## config.mk

```make
export PLATFORM = sky130hd
export DESIGN_NAME = reg_file
export DESIGN_NICKNAME = d
export VERILOG_FILES = /design/src/rtl/reg_file.sv
export SDC_FILE = /design/constraint.sdc
export NUM_CORES = 1
export LEC_CHECK = 0
export BUFFER_PORTS_ARGS = -buffer_cell sky130_fd_sc_hd__buf_2
export CAP_MARGIN = 20
export CELL_PAD_IN_SITES_DETAIL_PLACEMENT = 0
export CELL_PAD_IN_SITES_GLOBAL_PLACEMENT = 1
export CORE_MARGIN = 2
export CORE_UTILIZATION = 54
export CTS_CLUSTER_SIZE = 8
export DETAILED_ROUTE_END_ITERATION = 6
export GPL_TIMING_DRIVEN = 1
export PLACE_DENSITY_LB_ADDON = 0.1
export SYNTH_ARGS = -nofsm -noshare
export SYNTH_HDL_FRONTEND = slang
export SYNTH_SLANG_ARGS = --single-unit
```

## constraint.sdc

```tcl
create_clock -name Clk -period 2.3 [get_ports Clk]
set_input_delay 0.345 -clock Clk [delete_from_list [all_inputs] [get_ports Clk]]
set_output_delay 0.345 -clock Clk [all_outputs]
set_load 0.01 [all_outputs]
```

## src/rtl/reg_file.sv

```systemverilog
// Register bank for the simpleCPU datapath: one write port, two registered read ports
// with same-cycle write-to-read bypass and an optional hard-wired zero register.
module reg_file #(
    parameter int WIDTH    = 8,
    parameter int DEPTH    = 8,
    parameter int ADDR_W   = 3,
    parameter int ZERO_REG = 1
) (
    input  logic              Clk,
    input  logic              Rst_n,
    input  logic              We,
    input  logic [ADDR_W-1:0] Waddr,
    input  logic [WIDTH-1:0]  Wdata,
    input  logic              Re_a,
    input  logic [ADDR_W-1:0] Raddr_a,
    output logic [WIDTH-1:0]  Rdata_a,
    output logic              Rvalid_a,
    input  logic              Re_b,
    input  logic [ADDR_W-1:0] Raddr_b,
    output logic [WIDTH-1:0]  Rdata_b,
    output logic              Rvalid_b
);

    logic [WIDTH-1:0] mem [DEPTH];
    logic             wr_ok;
    logic [WIDTH-1:0] val_a;
    logic [WIDTH-1:0] val_b;

    // A write to register 0 is dropped entirely when it is the zero register.
    always_comb begin
        wr_ok = We && !((ZERO_REG != 0) && (Waddr == '0));
    end

    // Read value with bypass; the zero register overrides everything, bypass included.
    always_comb begin
        val_a = mem[Raddr_a];
        if (wr_ok && (Waddr == Raddr_a)) val_a = Wdata;
        if ((ZERO_REG != 0) && (Raddr_a == '0)) val_a = '0;
    end

    always_comb begin
        val_b = mem[Raddr_b];
        if (wr_ok && (Waddr == Raddr_b)) val_b = Wdata;
        if ((ZERO_REG != 0) && (Raddr_b == '0)) val_b = '0;
    end

    // NOTE: the storage array is reset too, because reset must clear every register
    // immediately; this rules out mapping it onto a RAM macro.
    always_ff @(posedge Clk or negedge Rst_n) begin
        if (!Rst_n) begin
            for (int i = 0; i < DEPTH; i++) mem[i] <= '0;
        end else if (wr_ok) begin
            mem[Waddr] <= Wdata;
        end
    end

    // Rdata holds between requests; Rvalid is a one-cycle pulse per request.
    always_ff @(posedge Clk or negedge Rst_n) begin
        if (!Rst_n) begin
            Rdata_a  <= '0;
            Rvalid_a <= 1'b0;
            Rdata_b  <= '0;
            Rvalid_b <= 1'b0;
        end else begin
            Rvalid_a <= Re_a;
            Rvalid_b <= Re_b;
            if (Re_a) Rdata_a <= val_a;
            if (Re_b) Rdata_b <= val_b;
        end
    end

endmodule

```

# Yosys cells after proc, flatten, opt, wreduce, memory -nomap -nowiden

Cells that the tools add are included.

Add/subtract/negate cells: 0
Multipliers: 0
Divide/modulo/power cells: 0
Order comparisons: 4
Eq/ne operators: 2
Shift-type cells: 0
Multiplexer cells: 13
Bitwise operators: 3
Reductions and logical operators: 8

Operators with widths:

| kind                 | count |
|---|---|
| $mux W8              | 9 |
| $bwmux W64           | 1 |
| $bmux W8 S3          | 2 |
| $demux W8 S3         | 1 |
| $ge A4 B4 Y1 const B | 3 |
| $not A3 Y4           | 3 |
| $logic_not A3 Y1     | 3 |
| $eq A3 B3 Y1         | 2 |
| $logic_and A1 B1 Y1  | 4 |
| $lt A4 B1 Y1 const B | 1 |
| $logic_not A1 Y1     | 1 |

Register bits after elaboration: 82
Latch bits: 0
Bits in writable memories: 0
Memory bits (read-only): 0
Bits of input ports: 22
Output and inout bits: 18
Logic and storage cells: 42
Memories kept: 0

# Logic depth before layout (Yosys ltp)

Gate-level depths: netlist of the first run.

Depth after elaboration: 6
Mapped depth: 6
Depth with buffers taken out: 4

# Least setup slack after synthesis of the first run

OpenSTA, ideal clock, no wires.

Kind: input to register
Start point: input port Raddr_a[1]
End point: register Rdata_a[1]
Library setup time: 0.126 ns
Arrival time: 1.664 ns
Data required time: 2.174 ns
Setup slack: 0.510 ns
Stages on the path: 5
Buffers on the path: 2
Cells stage by stage: clkbuf_1 -> buf_2 -> mux4_2 -> mux2_2 -> a221o_1

Cells in the longest elaborated chain, start to end: 6
Elaborated cells between the ends (all ways): 9
Classes of those cells: 1 x eq/ne; 5 x mux; 1 x bitwise; 2 x reduce/logical

RTL lines:

| item                                        | line | source |
|---|---|---|
| from (decl)                                 | 15   | `input logic [ADDR_W-1:0] Raddr_a,` |
| $not A3 Y4 (not written as such)            | 36   | `val_a = mem[Raddr_a];` |
| $bmux W8 S3                                 | 36   |  |
| $mux W8 (not written as such) (2 in series) | 36   |  |
| $mux W8                                     | 37   | `if (wr_ok && (Waddr == Raddr_a)) val_a = Wdata;` |
| $mux W8 *                                   | 38   | `if ((ZERO_REG != 0) && (Raddr_a == '0)) val_a = '0;` |
| to (signal assigned)                        | 67   | `if (Re_a) Rdata_a <= val_a;` |
| to (decl)                                   | 16   | `output logic [WIDTH-1:0] Rdata_a,` |

Every way passes the cells marked *; elsewhere a longest branch is shown, timed or not. The select of a mux whose other input is x is not followed.
A chain may end at the register's enable or synchronous reset.

# Worst setup path in the final report of the first run

Start point: input port Raddr_a[0]
End point: register Rdata_a[0]

The elaborated chain is that of the path after synthesis.

==> flow_summary.ini, run 1 <==
[sta]
slew_headroom = 0.592
grt_setup_unrepaired = false
skew_ps = 9.08
hold_slack_ps = 248
worstMarginPinSlew_ps = 607
totalNegativeSetupSlack_ps = 0
max_freq_mhz = 573
hold_violations = 0
period_share = 0.759
setup_violations = 0
finalCriticalPeriod_ps = 1750
maxSlewViolCount = 0

[power]
pwr-share-clk = 0.290
intPower_mw = 2.91
pwr_density_cell_mw_per_mm2 = 810
total_power_mw = 3.96
ir_drop_uv = 368
pwr-share-comb = 0.228
p_leak_nw = 2.18
p_sw_frac = 0.266
switchingPower_mw = 1.05
sequentialPowerShare = 0.482

[critical_path]
end_kind = register
start_kind = input port
crit_arrival_ps = 1990
path_class = input port to register
required_ps = 2540
worst-path-max-fanout = 18

[logic_synthesis]
netlist_instances = 270
synth.avg_cell_area_um2 = 15.9
seq_area_frac_synth = 0.478
syn_area_mm2 = 0.00430
yosysWarnings = 0
ys_ff_latch = 82
synthDistinctLibCells = 25
syn_nets = 292

[clock_tree]
cts_made_buffers = 9
cts_max_level = 3
cts_tree = built
cts_resized = 0
insertion_delay_ps = 350
clock_path_buffers = 2
cts.sinks = 82
clk_pin_slew_ps = 90
clock_tree.root_cell = clkbuf_8

[status]
status = finished, final reports clean

[cells_and_area]
drive_gt1_frac = 0.478
diodes = 0
layout_common_cells = 82 x dfrtp_1, 70 x mux2_2, 38 x buf_2
final_common_cell = dfrtp_1
fillCellCount = 577
finalNetCount = 341
utilization = 0.632
areaGrowthSynthToFinish_pct = 13.7

[route]
wl_per_cell_um = 22.7
drt_first_pass_iters = 4
wirelength_mm = 9.68
vias_per_cell = 6.12
ant_nets = 0
drt_first_iter_violations = 63
drc = 0
vias = 2605

[job]
drv_cap = 0

[floorplanning]
fp.dieW_um = 93.2
die_y_um = 93.2
die_area_mm2 = 0.00868
row_count = 32
core_area_mm2 = 0.00773
initial_core_util = 0.556
io_pins = 40

[global_route]
grt_pass1_vias = 2739
overflow = 0
grt.total_usage = 0.241
grt_pass1_wl_mm = 15.2
grt_max_degree = 37
antenna_found_initial = 0

[hold_path]
hp-class = input port to register

[placed_design]
place_congestion = 0.797
port-buffer-count = 39
dp_hpwl_mm = 6.51
-- state kept, by name, indices dropped and copies added, names as in the netlist --
name,cells
Rdata_b,8
Rdata_a,8
mem,64
Rvalid_b,1
Rvalid_a,1
-- cell type report --
class | count | area (µm²) | area share
clock buffers | 12 | 135 | 0.0277
clock inverters | 4 | 76.3 | 0.0156
inverters | 2 | 7.51 | 0.00154
multi-input cells | 162 | 2090 | 0.428
flip-flops and latches | 82 | 2050 | 0.420
well taps | 102 | 128 | 0.0261
repair buffers | 62 | 398 | 0.0814
-- worst paths after layout --
path / start / to / slack [ps] / cells after the start
setup / recovery: Raddr_a[0] / Rdata_a[0]$_DFFE_PN0P_ / 550 / 4
hold / removal: Re_b / Rvalid_b$_DFF_PN0_ / 250 / 1
setup reg to reg: mem[40]$_DFFE_PN0P_ / Rdata_a[0]$_DFFE_PN0P_ / 690 / 3
hold reg to reg: mem[63]$_DFFE_PN0P_ / mem[63]$_DFFE_PN0P_ / 400 / 0
max in group asynchronous: Rst_n / mem[35]$_DFFE_PN0P_ / 1200 / 3
min in group asynchronous: Rst_n / mem[14]$_DFFE_PN0P_ / 480 / 2
-- kinds of logic (layout without fill, tap and decap cells) --
group           Yosys count  in the layout  synth area share
flops                    82             82             0.478
buf+inv                  26             80            0.0387
simple gates             30             30            0.0457
xor+xnor                  6              6            0.0122
mux                     106            106             0.382
compound gates           20             20            0.0440
-- per-stage QoR --
stage          instance area (µm²)  cells  setup WS [ps]
2_1_floorplan                 4300    270            510
3_3_place_gp                  4660    409            210
3_5_place_dp                  4660    409            178
4_1_cts                       4890    426            550
5_1_grt                       4890    426            482
6_report                      4890    426            555
-- what timing repair did --
action | in CTS | in global routing
setup buffers | 0 | 0
hold endpoints to repair | 34 | 0
hold buffers | 1 | 0
-- layer usage --
metal / wire [µm] / part of all wire / up-vias / GRT usage
met5: 0 / 0 / - / 0
met4: 277 / 0.029 / 0 / 0.113
met3: 322 / 0.033 / 19 / 0.0338
met2: 4850 / 0.50 / 69 / 0.407
met1: 4230 / 0.44 / 1334 / 0.308
li1: - / - / 1183 / -
-- Yosys cell counts --
library cell	count	share of area
a221o_1	14	0.033
and4_1	2	0.0041
buf_12	2	0.0093
buf_2	5	0.0058
buf_6	4	0.010
clkbuf_1	13	0.011
dfrtp_1	82	0.48
inv_1	2	0.0017
mux2_2	70	0.18
mux2i_1	4	0.0093
mux4_1	24	0.15
mux4_2	8	0.042
nand2_1	1	0.00087
nand3_1	2	0.0023
nand4_1	1	0.0015
nand4b_1	3	0.0061
nor2_1	2	0.0017
nor2b_1	12	0.017
nor3_1	4	0.0047
nor3_2	1	0.0023
nor4bb_1	2	0.0047
o2bb2ai_1	2	0.0041
o31a_1	1	0.0020
o31ai_1	3	0.0052
xnor2_1	6	0.012
-- critical path, stage by stage --
cell and delay [ps]:
buf_2 430, mux4_1 620, mux2_2 280, a221o_1 300
-- power by group through the flow --
| stage | logic (mW) | registers, mW | clock network (mW) |
|---|---|---|---|
| finish | 0.904 | 1.91 | 1.15 |
| global route | 0.980 | 1.95 | 1.22 |
| CTS | 0.913 | 1.91 | 1.16 |
| detailed placement | 0.904 | 1.94 | 0 |
| global placement | 0.887 | 1.92 | 0 |
| floorplan | 0.634 | 1.90 | 0 |
(Power assumes the default switching activity.)
==> run 2, diff against run 1 <==
CORE_UTILIZATION = 45   (was 54)
clock period = 1.6 ns   (was 2.3 ns; I/O delays follow)
==> run 2 against run 1 <==
  * Sequential power rose by 45%
  * Utilization fell by 7.0 points
  * Total power rose by 48%
  * Die area rose by 19%
  * First-iteration DRC count rose by 41%
  * Routed wire length rose by 6.6%
  * Register-to-register slack got worse by 670 ps
  * Clock power rose by 47%
  * Critical path depth fell by 1
  * Clock-buffer cell count did not move
==> flow_summary.ini, run 2 (same netlist as run 1, synthesis figures left out) <==
[sta]
grt_setup_unrepaired = true
slew_headroom = 0.715
totalNegativeSetupSlack_ps = 0
setup_violations = 0
finalCriticalPeriod_ps = 1580
period_share = 0.986
worstMarginPinSlew_ps = 428
hold_violations = 0
maxSlewViolCount = 0
max_freq_mhz = 634
skew_ps = 9.41

[route]
vias_per_cell = 5.62
drt_first_iter_violations = 89
wl_per_cell_um = 21.4
drt_first_pass_iters = 4
vias = 2704
ant_nets = 0
wirelength_mm = 10.3
drc = 0

[placed_design]
dp_hpwl_mm = 7.26
post_dp_cell_area_mm2 = 0.00499
place_congestion = 0.794
port-buffer-count = 39

[critical_path]
r2r-start = mem[47]$_DFFE_PN0P_
required_ps = 1840
worstSetupStartpoint = mem[47]$_DFFE_PN0P_
end_kind = register
r2r_end = Rdata_a[7]$_DFFE_PN0P_
crit_arrival_ps = 1820
path_class = register to register
reg2reg_slack_ps = 20
start_kind = register
worst-path-max-fanout = 3
r2r_cells = 3

[power]
ir_drop_uv = 557
pwr-share-clk = 0.287
switchingPower_mw = 1.55
pwr_density_cell_mw_per_mm2 = 1130
sequentialPowerShare = 0.470
p_leak_nw = 2.32
p_sw_frac = 0.265
intPower_mw = 4.31
pwr-share-comb = 0.242

[cells_and_area]
drive_gt1_frac = 0.551
finalNetCount = 369
multi_input_area_mm2 = 0.00208
diodes = 0
largest_register_ffs = 64
final_common_cell = dfrtp_1
seqCellArea_mm2 = 0.00205
top_register = mem
fillCellCount = 778
layout_common_cells = 82 x dfrtp_1, 62 x mux2_2, 44 x buf_4
reg_top3 = mem x64, Rdata_a x8, Rdata_b x8
areaGrowthSynthToFinish_pct = 21.0
final_area_mm2 = 0.00520

[clock_tree]
cts_tree = built
insertion_delay_ps = 350
clock_path_buffers = 2
clock_tree.root_cell = clkbuf_8
cts.sinks = 82
clk_pin_slew_ps = 80
cts_max_level = 3
cts_made_buffers = 9

[global_route]
grt_pass1_wl_mm = 15.9
antenna_found_initial = 0
grt.total_usage = 0.212
overflow = 0
grt_pass1_vias = 2795
grt_max_degree = 40

[floorplanning]
io_pins = 40
die_area_mm2 = 0.0103
row_count = 35
core_area_mm2 = 0.00924
initial_core_util = 0.465
fp.dieW_um = 102
die_y_um = 102

[hold_path]
whs_path_depth = 2
hold_start = Re_b
whs_endpoint = Rvalid_b$_DFF_PN0_
hp-class = input port to register

[job]
drv_cap = 0

[status]
status = finished, final reports clean
[run 2: power by group through the flow]
stage	sequential, mW	combinational, mW	clock (mW)
6_report	2.76	1.42	1.69
5_1_grt	2.82	1.53	1.81
4_1_cts	2.76	1.42	1.72
3_5_place_dp	2.80	1.42	0
3_3_place_gp	2.77	1.39	0
2_1_floorplan	2.74	0.956	0
[run 2: cell type report]
type	count	area share
clock buffer	12	0.0279
tap	129	0.0311
inverter	2	0.00144
multi-input combinational	162	0.401
clock inverter	4	0.0144
timing repair buffer	90	0.130
sequential	82	0.395
[run 2: metrics by stage]
step / total power, mW / cells / worst slack, ps / hold slack, ps / utilization
floorplan: 3.69 / 270 / -12.0 / -55.6 / -
global placement: 4.16 / 463 / -326 / 210 / 0.540
detailed placement: 4.22 / 463 / -351 / 210 / 0.540
CTS: 5.90 / 480 / 6.40 / 201 / 0.565
global route: 6.16 / 481 / -10.6 / 202 / 0.562
finish: 5.87 / 481 / 22.2 / 213 / 0.562
[run 2: routing by layer]
layer / global-route usage / wire length [µm]
met5: 0 / 0
met4: 0.0613 / 129
met3: 0.0352 / 281
met2: 0.360 / 5270
met1: 0.282 / 4630
[run 2: worst max-delay path by stage]
stage / end / slack (ps) / cells past startpoint
after global routing: Rdata_b[3]$_DFFE_PN0P_ / -10 / 3
after floorplan: Rdata_a[2]$_DFFE_PN0P_ / -10 / 5
final: Rdata_a[7]$_DFFE_PN0P_ / 20 / 3
after CTS: Rdata_a[2]$_DFFE_PN0P_ / 6 / 3
after global placement: Rdata_b[1]$_DFFE_PN0P_ / -330 / 5
after detailed placement: Rdata_b[4]$_DFFE_PN0P_ / -350 / 5
[run 2: what timing repair did]
item                       in CTS  in global routing
setup buffers                   0                  1
setup endpoints to repair       0                 12
resized for setup               0                 11
hold buffers                    1                  0
hold endpoints to repair       31                  0
[run 2: worst max-delay path, cell delays in order (launching register included)]
cell     delay, ps
dfrtp_1        410
mux4_1         490
mux2_2         280
a221o_1        290
==> run 3, diff against run 2 <==
GPL_TIMING_DRIVEN = 0   (was 1)
==> run 3 against run 2 <==
  * Global-route usage up 0.75 points
  * Design area down 6.2%
  * Sequential share of layout area up 2.6 points
  * Clock-buffer cell count down 1
  * Non-clock buffer count down 28
  * Maximum frequency up 0.44%
  * Hold slack worse by 66 ps
  * First-iteration DRC count down 4.5%
  * Routed wire length up 2.8%
  * Critical path depth unchanged
  * Final cell count down 5.8%
  * Critical path type unchanged
  * Highest routed layer unchanged
==> flow_summary.ini, run 3 (same netlist as run 1, synthesis figures left out) <==
[status]
status = finished, final reports clean

[route]
drt_first_iter_violations = 85
drt_first_pass_iters = 4
wirelength_mm = 10.6
wl_per_cell_um = 23.4
vias = 2671
ant_nets = 0
drc = 0
vias_per_cell = 5.90

[power]
total_power_mw = 5.44
pwr_density_cell_mw_per_mm2 = 1120
p_leak_nw = 2.11
ir_drop_uv = 402

[global_route]
grt_pass1_vias = 2808
grt.total_usage = 0.220
antenna_found_initial = 0
grt_max_degree = 55
overflow = 0
grt_pass1_wl_mm = 16.3

[critical_path]
end_kind = register
start_kind = register
path_class = register to register
required_ps = 1830
r2r-start = mem[11]$_DFFE_PN0P_
crit_arrival_ps = 1800
worst-path-max-fanout = 3
worstSetupStartpoint = mem[11]$_DFFE_PN0P_

[placed_design]
place_congestion = 0.778
dp_hpwl_mm = 6.84
dp_cells = 435
post_dp_cell_area_mm2 = 0.00472
port-buffer-count = 34
pre_cts_slack_ps = -507

[floorplanning]
core_area_mm2 = 0.00924
initial_core_util = 0.465
io_pins = 40
die_area_mm2 = 0.0103
die_y_um = 102
fp.dieW_um = 102
row_count = 35

[hold_path]
hold_start = Re_b
hp-class = input port to register

[sta]
finalCriticalPeriod_ps = 1570
max_freq_mhz = 637
skew_ps = 9.61
setup_slack_ps = 29.2
maxSlewViolCount = 0
setup_violations = 0
slew_headroom = 0.448
grt_setup_unrepaired = false
totalNegativeSetupSlack_ps = 0
hold_slack_ps = 147
period_share = 0.982
worstMarginPinSlew_ps = 823
hold_violations = 0

[cells_and_area]
final_common_cell = dfrtp_1
drive_gt1_frac = 0.509
fillCellCount = 821
finalNonFillerCells = 453
reg_top3 = mem x64, Rdata_a x8, Rdata_b x8
largest_register_ffs = 64
top_register = mem
utilization = 0.527
diodes = 0
final_area_mm2 = 0.00487
layout_common_cells = 82 x dfrtp_1, 61 x mux2_2, 36 x buf_2
areaGrowthSynthToFinish_pct = 13.4
finalNetCount = 341

[clock_tree]
insertion_delay_ps = 350
clock_tree.root_cell = clkbuf_8
clock_path_buffers = 2
cts_tree = built
cts_max_level = 3
clk_pin_slew_ps = 80
cts_made_buffers = 9
cts.sinks = 82

[job]
drv_cap = 0
run 3: cell types whose count changed in the layout (fill, tap and decap cells not counted), moves of 4 or more:
cell	previous run	this run
buf_4	44	5
clkbuf_1	2	11
mux4_1	14	9
mux4_2	18	23
clkbuf_2	0	4
run 3: layout make-up:
type / count / area [µm²] / area share
Clock buffer: 11 / 131 / 0.0270
Tap cell: 129 / 161 / 0.0331
Buffer: 24 / 186 / 0.0383
Multi-Input combinational cell: 162 / 2080 / 0.426
Timing Repair Buffer: 38 / 225 / 0.0462
Sequential cell: 82 / 2050 / 0.421
Clock inverter: 5 / 31.3 / 0.00642
Inverter: 2 / 7.51 / 0.00154
run 3: metal layers:
metal	vias to the layer above	global-route usage	wire (µm)
met5	-	0	0
met4	0	0.0728	159
met3	10	0.0366	455
met2	74	0.360	5190
met1	1419	0.299	4800
li1	1168	-	-
run 3: worst max-delay path: stages, from the launching register on:
cell and delay (ps):
dfrtp_1 410, mux4_2 490, mux2_4 270, a221o_1 300
run 3: path summary, 6_finish.rpt:
check	end	slack (ps)	cells after the start
worst max-delay path	Rdata_a[3]$_DFFE_PN0P_	30	3
worst min-delay path	Rvalid_b$_DFF_PN0_	150	1
worst max register to register	Rdata_a[3]$_DFFE_PN0P_	30	3
worst min register to register	mem[62]$_DFFE_PN0P_	480	1
max in group asynchronous	mem[8]$_DFFE_PN0P_	640	3
min in group asynchronous	mem[5]$_DFFE_PN0P_	370	2
run 3: where the power goes:
group | switching [mW] | total (mW) | internal [mW] | leakage, nW
clock network | 0.752 | 1.31 | 0.560 | 0.0831
registers | 0.271 | 2.75 | 2.48 | 1.01
logic | 0.521 | 1.38 | 0.858 | 1.02
run 3: timing repair:
action	in CTS	in global routing
setup buffers	0	1
resized for setup	2	23
setup endpoints to repair	11	28
hold endpoints to repair	28	0
hold buffers	1	0
